### src/rtl/cc_speed_pkg.sv
// Shared speed-counter definitions: FSM state encoding, level width and level-to-limit mapping.
// Reused by the speed comparator testbench.
package cc_speed_pkg;

  localparam logic [2:0] STATE_INIT       = 3'd0;
  localparam logic [2:0] STATE_LD_SETUP   = 3'd1;
  localparam logic [2:0] STATE_LD_STROBE  = 3'd2;
  localparam logic [2:0] STATE_LD_RELEASE = 3'd3;
  localparam logic [2:0] STATE_RUN        = 3'd4;

  typedef enum logic [2:0] {
    INIT       = STATE_INIT,
    LD_SETUP   = STATE_LD_SETUP,
    LD_STROBE  = STATE_LD_STROBE,
    LD_RELEASE = STATE_LD_RELEASE,
    RUN        = STATE_RUN
  } speedState_t;

  // A single level still needs a one-bit level bus.
  function automatic int levelWidth(input int levels);
    if (levels <= 2) begin
      return 1;
    end else begin
      return $clog2(levels);
    end
  endfunction

  // Each level up halves the period; callers truncate to their data width.
  function automatic logic [63:0] levelToLimit(input logic [63:0] base, input logic [31:0] level);
    return base >> level;
  endfunction

endpackage

### src/rtl/cc_speedcounter_edgedetect.sv
// Button conditioner: 2-flop synchronizer plus a one-cycle request pulse on each falling edge.
module cc_speedcounter_edgedetect (
  input  logic clk,
  input  logic rst_n,
  input  logic buttonLow,
  output logic request
);

  logic sync1_r;
  logic sync2_r;
  logic prev_r;

  // Synchronize the raw button and keep the previous synchronized level; idle is high.
  always_ff @(posedge clk or negedge rst_n) begin
    if (!rst_n) begin
      sync1_r <= 1'b1;
      sync2_r <= 1'b1;
      prev_r  <= 1'b1;
    end else begin
      sync1_r <= buttonLow;
      sync2_r <= sync1_r;
      prev_r  <= sync2_r;
    end
  end

  assign request = prev_r & ~sync2_r;

endmodule

### src/rtl/cc_speedcounter.sv
// Speed-level tick generator that loads and drives the external speed comparator.
// Define CC_SPEEDCOUNTER_WATCHDOG_EN to recover from a comparator holding a stale limit.
module cc_speedcounter
  import cc_speed_pkg::*;
#(
  parameter int SPEEDCOUNTER_DATAWIDTH = 28,
  parameter int SPEEDCOUNTER_LEVELS = 4,
  parameter logic [SPEEDCOUNTER_DATAWIDTH-1:0] SPEEDCOUNTER_BASELIMIT = 28'd50_000_000
) (
  input  logic CC_SPEEDCOUNTER_CLOCK_50,
  input  logic CC_SPEEDCOUNTER_RESET_InLow,
  input  logic CC_SPEEDCOUNTER_enable_InHigh,
  input  logic CC_SPEEDCOUNTER_speedUp_InLow,
  input  logic CC_SPEEDCOUNTER_speedDown_InLow,
  input  logic CC_SPEEDCOUNTER_compare_InLow,
  output logic [SPEEDCOUNTER_DATAWIDTH-1:0] CC_SPEEDCOUNTER_data_OutBUS,
  output logic [SPEEDCOUNTER_DATAWIDTH-1:0] CC_SPEEDCOUNTER_limit_OutBUS,
  output logic CC_SPEEDCOUNTER_loadSignal_OutLow,
  output logic CC_SPEEDCOUNTER_tick_OutHigh,
  output logic [levelWidth(SPEEDCOUNTER_LEVELS)-1:0] CC_SPEEDCOUNTER_level_OutBUS
);

  localparam int LW = levelWidth(SPEEDCOUNTER_LEVELS);
  localparam logic [LW-1:0] MAX_LEVEL = LW'(SPEEDCOUNTER_LEVELS - 1);

  speedState_t state_r;
  logic [SPEEDCOUNTER_DATAWIDTH-1:0] count_r;
  logic [SPEEDCOUNTER_DATAWIDTH-1:0] limit_r;
  logic loadN_r;
  logic tick_r;
  logic [LW-1:0] level_r;

  logic upReq_s;
  logic downReq_s;
  logic levelChange_s;
  logic [LW-1:0] nextLevel_s;
  logic [SPEEDCOUNTER_DATAWIDTH-1:0] nextLimit_s;

  cc_speedcounter_edgedetect upDetect (
    .clk       (CC_SPEEDCOUNTER_CLOCK_50),
    .rst_n     (CC_SPEEDCOUNTER_RESET_InLow),
    .buttonLow (CC_SPEEDCOUNTER_speedUp_InLow),
    .request   (upReq_s)
  );

  cc_speedcounter_edgedetect downDetect (
    .clk       (CC_SPEEDCOUNTER_CLOCK_50),
    .rst_n     (CC_SPEEDCOUNTER_RESET_InLow),
    .buttonLow (CC_SPEEDCOUNTER_speedDown_InLow),
    .request   (downReq_s)
  );

  // Saturating level update; simultaneous up and down cancel each other.
  always_comb begin
    levelChange_s = 1'b0;
    nextLevel_s   = level_r;
    if (upReq_s && !downReq_s && (level_r != MAX_LEVEL)) begin
      levelChange_s = 1'b1;
      nextLevel_s   = level_r + LW'(1);
    end else if (downReq_s && !upReq_s && (level_r != LW'(0))) begin
      levelChange_s = 1'b1;
      nextLevel_s   = level_r - LW'(1);
    end else begin
      levelChange_s = 1'b0;
      nextLevel_s   = level_r;
    end
    nextLimit_s = SPEEDCOUNTER_DATAWIDTH'(levelToLimit(64'(SPEEDCOUNTER_BASELIMIT), 32'(nextLevel_s)));
  end

  // Load-sequence and run FSM with all comparator-facing outputs registered.
  always_ff @(posedge CC_SPEEDCOUNTER_CLOCK_50 or negedge CC_SPEEDCOUNTER_RESET_InLow) begin
    if (!CC_SPEEDCOUNTER_RESET_InLow) begin
      state_r <= INIT;
      count_r <= '0;
      limit_r <= SPEEDCOUNTER_BASELIMIT;
      loadN_r <= 1'b1;
      tick_r  <= 1'b0;
      level_r <= '0;
    end else begin
      tick_r <= 1'b0;
      case (state_r)
        INIT: begin
          loadN_r <= 1'b1;
          state_r <= LD_SETUP;
        end
        LD_SETUP: begin
          loadN_r <= 1'b0;
          state_r <= LD_STROBE;
        end
        LD_STROBE: begin
          loadN_r <= 1'b1;
          count_r <= '0;
          state_r <= LD_RELEASE;
        end
        LD_RELEASE: begin
          loadN_r <= 1'b1;
          count_r <= '0;
          state_r <= RUN;
        end
        RUN: begin
          if (levelChange_s) begin
            level_r <= nextLevel_s;
            limit_r <= nextLimit_s;
            state_r <= LD_SETUP;
          end
          if (CC_SPEEDCOUNTER_enable_InHigh) begin
            if (!CC_SPEEDCOUNTER_compare_InLow) begin
              count_r <= '0;
              tick_r  <= 1'b1;
`ifdef CC_SPEEDCOUNTER_WATCHDOG_EN
            end else if (count_r > limit_r) begin
              // Comparator missed the limit: restart the period and reload it.
              count_r <= '0;
              tick_r  <= 1'b1;
              state_r <= LD_SETUP;
`endif
            end else begin
              count_r <= count_r + SPEEDCOUNTER_DATAWIDTH'(1);
            end
          end
        end
        default: begin
          loadN_r <= 1'b1;
          state_r <= INIT;
        end
      endcase
    end
  end

  assign CC_SPEEDCOUNTER_data_OutBUS       = count_r;
  assign CC_SPEEDCOUNTER_limit_OutBUS      = limit_r;
  assign CC_SPEEDCOUNTER_loadSignal_OutLow = loadN_r;
  assign CC_SPEEDCOUNTER_tick_OutHigh      = tick_r;
  assign CC_SPEEDCOUNTER_level_OutBUS      = level_r;

endmodule

### config.mk
export PLATFORM = sky130hd
export DESIGN_NAME = cc_speedcounter
export DESIGN_NICKNAME = d
export VERILOG_FILES = /design/src/rtl/cc_speed_pkg.sv /design/src/rtl/cc_speedcounter_edgedetect.sv /design/src/rtl/cc_speedcounter.sv
export SDC_FILE = /design/constraint.sdc
export NUM_CORES = 1
export LEC_CHECK = 0
export CAP_MARGIN = 20
export CORE_UTILIZATION = 48
export DETAILED_ROUTE_END_ITERATION = 7
export GPL_TIMING_DRIVEN = 1
export PLACE_DENSITY = 0.8
export SLEW_MARGIN = 20
export SYNTH_ARGS = -nofsm -noshare
export SYNTH_HDL_FRONTEND = slang
export SYNTH_SLANG_ARGS = --single-unit
### constraint.sdc
create_clock -name CC_SPEEDCOUNTER_CLOCK_50 -period 2.1 [get_ports CC_SPEEDCOUNTER_CLOCK_50]
set_clock_uncertainty 0.15 [all_clocks]
set_input_delay 0.63 -clock CC_SPEEDCOUNTER_CLOCK_50 [delete_from_list [all_inputs] [get_ports CC_SPEEDCOUNTER_CLOCK_50]]
set_output_delay 0.63 -clock CC_SPEEDCOUNTER_CLOCK_50 [all_outputs]
set_load 0.02 [all_outputs]
==> key figures <==
Status
  • Status: finished clean

Global route
  • Initial antenna violation count: 0
  • Largest net degree at the start of global routing: 27
  • Total gr overflow: 0
  • Vias in the first global route: 1829
  • Total track usage: 20.7%
  • First-pass GRT wire length: 8.48 mm

Pwr
  • Pwr dens: 951 mW/mm^2
  • Total power: 3.06 mW
  • Leak Pwr: 1.64 nW
  • Worst vdd ir: 0.501 mV

Critical path
  • WP buf/inv: 1
  • Worst r2r dst: CC_SPEEDCOUNTER_limit_OutBUS[18]
  • Slowest stage delay, CP: 0.62 ns
  • Setup crit end kind: primary output
  • Crit. Startpoint: CC_SPEEDCOUNTER_limit_OutBUS[9]
  • Crit path max fanout: 3
  • Worst reg2reg setup slack: 0.17 ns
  • R2r worst-path depth: 5
  • Setup Crit Path Kind: flip-flop to primary output
  • CP startpoint kind: flip-flop
  • Worst EP arrival: 1.30 ns
  • CP Cell Sequence: clkdlybuf4s50_1
  • CP required: 1.32 ns
  • Critical-path top delay cell: clkdlybuf4s50_1
  • Worst r2r src: CC_SPEEDCOUNTER_limit_OutBUS[16]
  • CP top delay family: buffers and inverters

Logic synthesis
  • #FFs+latches synth: 50
  • Area leader, netlist: dfrtp_1
  • Most frequent cell after synthesis: dfrtp_1
  • Yosys warns: 0
  • Mean post-synth cell area: 10.1 sq um
  • Seq/Total Area, Yosys: 51.7%
  • Library cells used by synthesis: 43
  • Top cell type's share of synthesized area: 38.9%
  • Commonest cells in the netlist: dfrtp_1, nand2_1, nor2_1
  • Synthesized area: 0.00245 sq mm
  • Asr flop ratio synth: 100%
  • Commonest register cell after synthesis: dfrtp_1
  • Synthesized instance count: 243
  • Synth area leaders: dfrtp_1, dfstp_2, buf_4, xor2_1, nand2_1
  • Post-synth EDFFs: 0

Routing
  • DRC viols: 0
  • Via density: 5.13
  • Avg WL per Cell: 13.3 microns
  • Routed Wire Length: 5.06 mm
  • DRT Pass-1 Iters: 4
  • Routed Antenna Nets: 0
  • First-iteration detailed-routing DRC count: 101
  • Vias: 1956

Placement
  • IO Port Bufs: 55
  • Dpl hpwl: 3.68 mm
  • Pre-CTS setup slack: -0.491 ns
  • GPL Wtd Cong: 0.823
  • Dpl cells: 373
  • Placed Area: 0.00311 sq mm

Die
  • Die Y: 73.4 microns
  • Area of the core: 0.00482 sq mm
  • Initial Utilization: 50.8%
  • Die area: 0.00539 sq mm
  • Row count: 25
  • I/O Pins: 66
  • Die span in x: 73.4 microns

Cells and area
  • Max FFs per register: 28
  • Final #Nets: 322
  • Layout cells sized above 1: 16.9%
  • Final Non-Filler Cells: 381
  • Ant. Diodes: 0
  • Fin util: 66.9%
  • Post-synthesis to final-layout area growth: 31.6%
  • Design area: 0.00322 sq mm

CTS
  • Clock Latency Late Sink: 0.30 ns
  • Clock Path Buffers: 2
  • CTS Root Cell: clkbuf_8
  • Depth of the CTS H-tree: 2
  • Num Clock Sinks: 50
  • CTS Buf Count: 5
  • CTS clk-pin slew, worst paths: 0.09 ns
  • Hold Buf Count CTS: 0
  • CTS tree: done

Run
  • Max Cap Violations: 0

Timing
  • RSZ-0062 raised after global routing: yes
  • Achievable frequency: 0.480 GHz
  • Post-layout min period: 2.08 ns
  • Final Setup Violations: 0
  • Setup ws final: 0.0150 ns
  • Final slew viol count: 0
  • Worst hold slack: 0.149 ns
  • Period Utilization, post-route: 99.3%
  • Fin Setup TNS: 0 ns
  • Hold Vio Cnt, Final: 0

Min path
  • Hold/Removal Path Class: input pin to asynchronous set/reset pin
[layout make-up]
type	instances	area [sq um]
repair buffers	78	688
multi-input cells	173	1050
flip-flops and latches	50	1270
clock inverters	2	37.5
well taps	67	83.8
inverters	5	18.8
clock buffers	6	72.6
fillers	402	1600
[worst max-delay path by stage]
stage                                      end  slack [ns]  cells after the start
6_report       CC_SPEEDCOUNTER_limit_OutBUS[9]        0.02                      1
5_1_grt        CC_SPEEDCOUNTER_limit_OutBUS[4]       -0.01                      1
4_1_cts        CC_SPEEDCOUNTER_level_OutBUS[1]      0.0002                      1
3_5_place_dp   CC_SPEEDCOUNTER_data_OutBUS[12]       -0.49                      7
3_3_place_gp   CC_SPEEDCOUNTER_data_OutBUS[27]       -0.40                      6
2_1_floorplan  CC_SPEEDCOUNTER_data_OutBUS[27]        0.04                      6
[metal layers]
layer / routed length (microns) / vias up / GRT usage, %
li1: - / 948 / -
met1: 2300 / 942 / 27.5
met2: 2420 / 58 / 34.1
met3: 207 / 8 / 2.88
met4: 121 / 0 / 9.19
met5: 0 / - / 0
[cell usage in the layout (no fill, tap or decap), types with 2 or more instances in the layout]
master	n
nand4b_1	2
inv_1	5
and2_1	2
nand2b_1	2
nand4_1	11
nand2_1	28
o21a_1	2
conb_1	10
nor3b_1	3
or3_1	6
nor2b_1	2
xnor2_1	3
o21ai_0	11
dfrtp_1	38
dlymetal6s2s_1	6
a21oi_1	11
nand3_1	10
xor2_1	15
clkdlybuf4s50_1	12
and3_1	6
dfstp_2	12
nor2_1	27
ha_1	3
dlygate4sd2_1	36
clkbuf_8	5
buf_4	23
[worst register-to-register path, stage by stage (launching register included)]
cell	delay [ns]
dfrtp_1	0.48
ha_1	0.24
nor3_1	0.37
mux2_2	0.25
and2_1	0.23
a21oi_1	0.10
[repair_timing]
action	in CTS	in global routing
gates cloned	0	0
pin swaps	4	0
setup buffers	0	0
gates resized for setup	37	8
endpoints found under the setup margin	58	10
[power by group]
part | internal (mW) | switching (mW) | total, mW
clock | 0.356 | 0.313 | 0.669
combinational | 0.488 | 0.647 | 1.13
sequential | 1.14 | 0.117 | 1.26
[cell families after synthesis]
kind of cell    share of synthesized area, %
mux                                    0.869
fa+ha+maj                               1.53
buf+inv                                 7.57
other cells                            0.307
xor+xnor                                6.44
compound gates                          8.95
flops                                   51.7
simple gates                            22.6
Note: power is estimated with default switching activity, not from simulation.
==> variant (same flow settings) <==
Build with the macro `CC_SPEEDCOUNTER_WATCHDOG_EN` defined.
--- a/src/rtl/cc_speedcounter.sv
+++ b/src/rtl/cc_speedcounter.sv
@@ -1,5 +1,7 @@
 // Speed-level tick generator that loads and drives the external speed comparator.
 // Define CC_SPEEDCOUNTER_WATCHDOG_EN to recover from a comparator holding a stale limit.
+`define CC_SPEEDCOUNTER_WATCHDOG_EN
+
 module cc_speedcounter
   import cc_speed_pkg::*;
 #(
Check against the original RTL: no difference found for any inputs over 10 cycles, from zero or initial values and one cycle with CC_SPEEDCOUNTER_RESET_InLow low; that may be too few to reach the edited logic, so the function may still have changed.
==> variant against the original RTL <==
The flow now finishes with violations (setup timing); sequential cell count unchanged; global-route usage grew 8.0 points; design area is 38% higher; critical path depth is 9 higher; worst hold slack better by 7.2 ps; synthesized area grew 22%; sequential share of layout area down 11 points; power grew 34%; wire length is 84% higher; synthesized cell count grew 30%; worst setup slack worse by 820 ps; utilization increased by 7.6 points.
==> variant: results <==
detailed_routing:
  first_pass_iters: 6
  wl_met1_mm: 3.87
  vias_per_cell: 5.71
  dr_wl_met2_mm: 4.60
timing:
  hold_ws_ps: 156
  final.setup.tns_ps: -21700
  setup_viol_count_final: 30
  worst_slack_ps: -803
run_status:
  violations: "setup timing"
  outcome: "complete, but fails checks"
global_routing:
  grt_max_degree: 31
  grt_pass1_vias: 2883
layout:
  final_layout_size_suffix_gt1_share_pct: 35.3
  nMultiInputCombCells: 227
  inverters_excl_clock: 22
  sh_seq_area_pct: 28.6
  nFillCells: 440
  area_growth_pct: 48.7
power_and_ir_drop:
  power.share.clock_pct: 15.8
  power.internal_mw: 2.40
  leakagePower_nw: 2.25
placed_design:
  placed_area_sq_mm: 0.00420
  place_inst: 508
worst_setup_path:
  arrival_ps: 2960
  crit_start: "CC_SPEEDCOUNTER_limit_OutBUS[17]"
synthesis:
  synth.area.top_cells: "dfrtp_1 (32%), dfstp_2 (11%), ha_1 (9.2%), buf_4 (5.0%), a21o_1 (4.5%)"
variant: cell count changes after synthesis, moves of 5 or more:
cell,before,now
ha_1,3,22
a21o_1,0,18
inv_1,5,22
xor2_1,15,1
nand2_1,28,18
a21oi_1,11,20
nor2_1,27,19
nand3_1,10,17
nand4_1,11,4
nor4_1,1,8
o21ai_0,11,18
o21ai_1,2,7
variant: cells by family after synthesis:
| group | count (synthesis) | synth area share, % |
|---|---|---|
| AOI/OAI and AO/OA | 86 | 18.5 |
| xor gates and xnor gates | 3 | 0.881 |
| adders and majority gates | 22 | 9.23 |
| buffers and inverters | 48 | 8.68 |
| DFF | 50 | 42.4 |
| muxes | 4 | 1.34 |
| other | 2 | 0.252 |
| and+or+nand+nor | 101 | 18.6 |
variant: worst max-delay path, stage by stage (launching register included):
cell	delay [ps]
dfstp_2	570
inv_4	50
ha_4	270
nand3_2	50
or4_4	570
a211oi_4	290
a211oi_4	80
o2111ai_2	230
buf_12	210
nor2_1	70
a32o_1	240
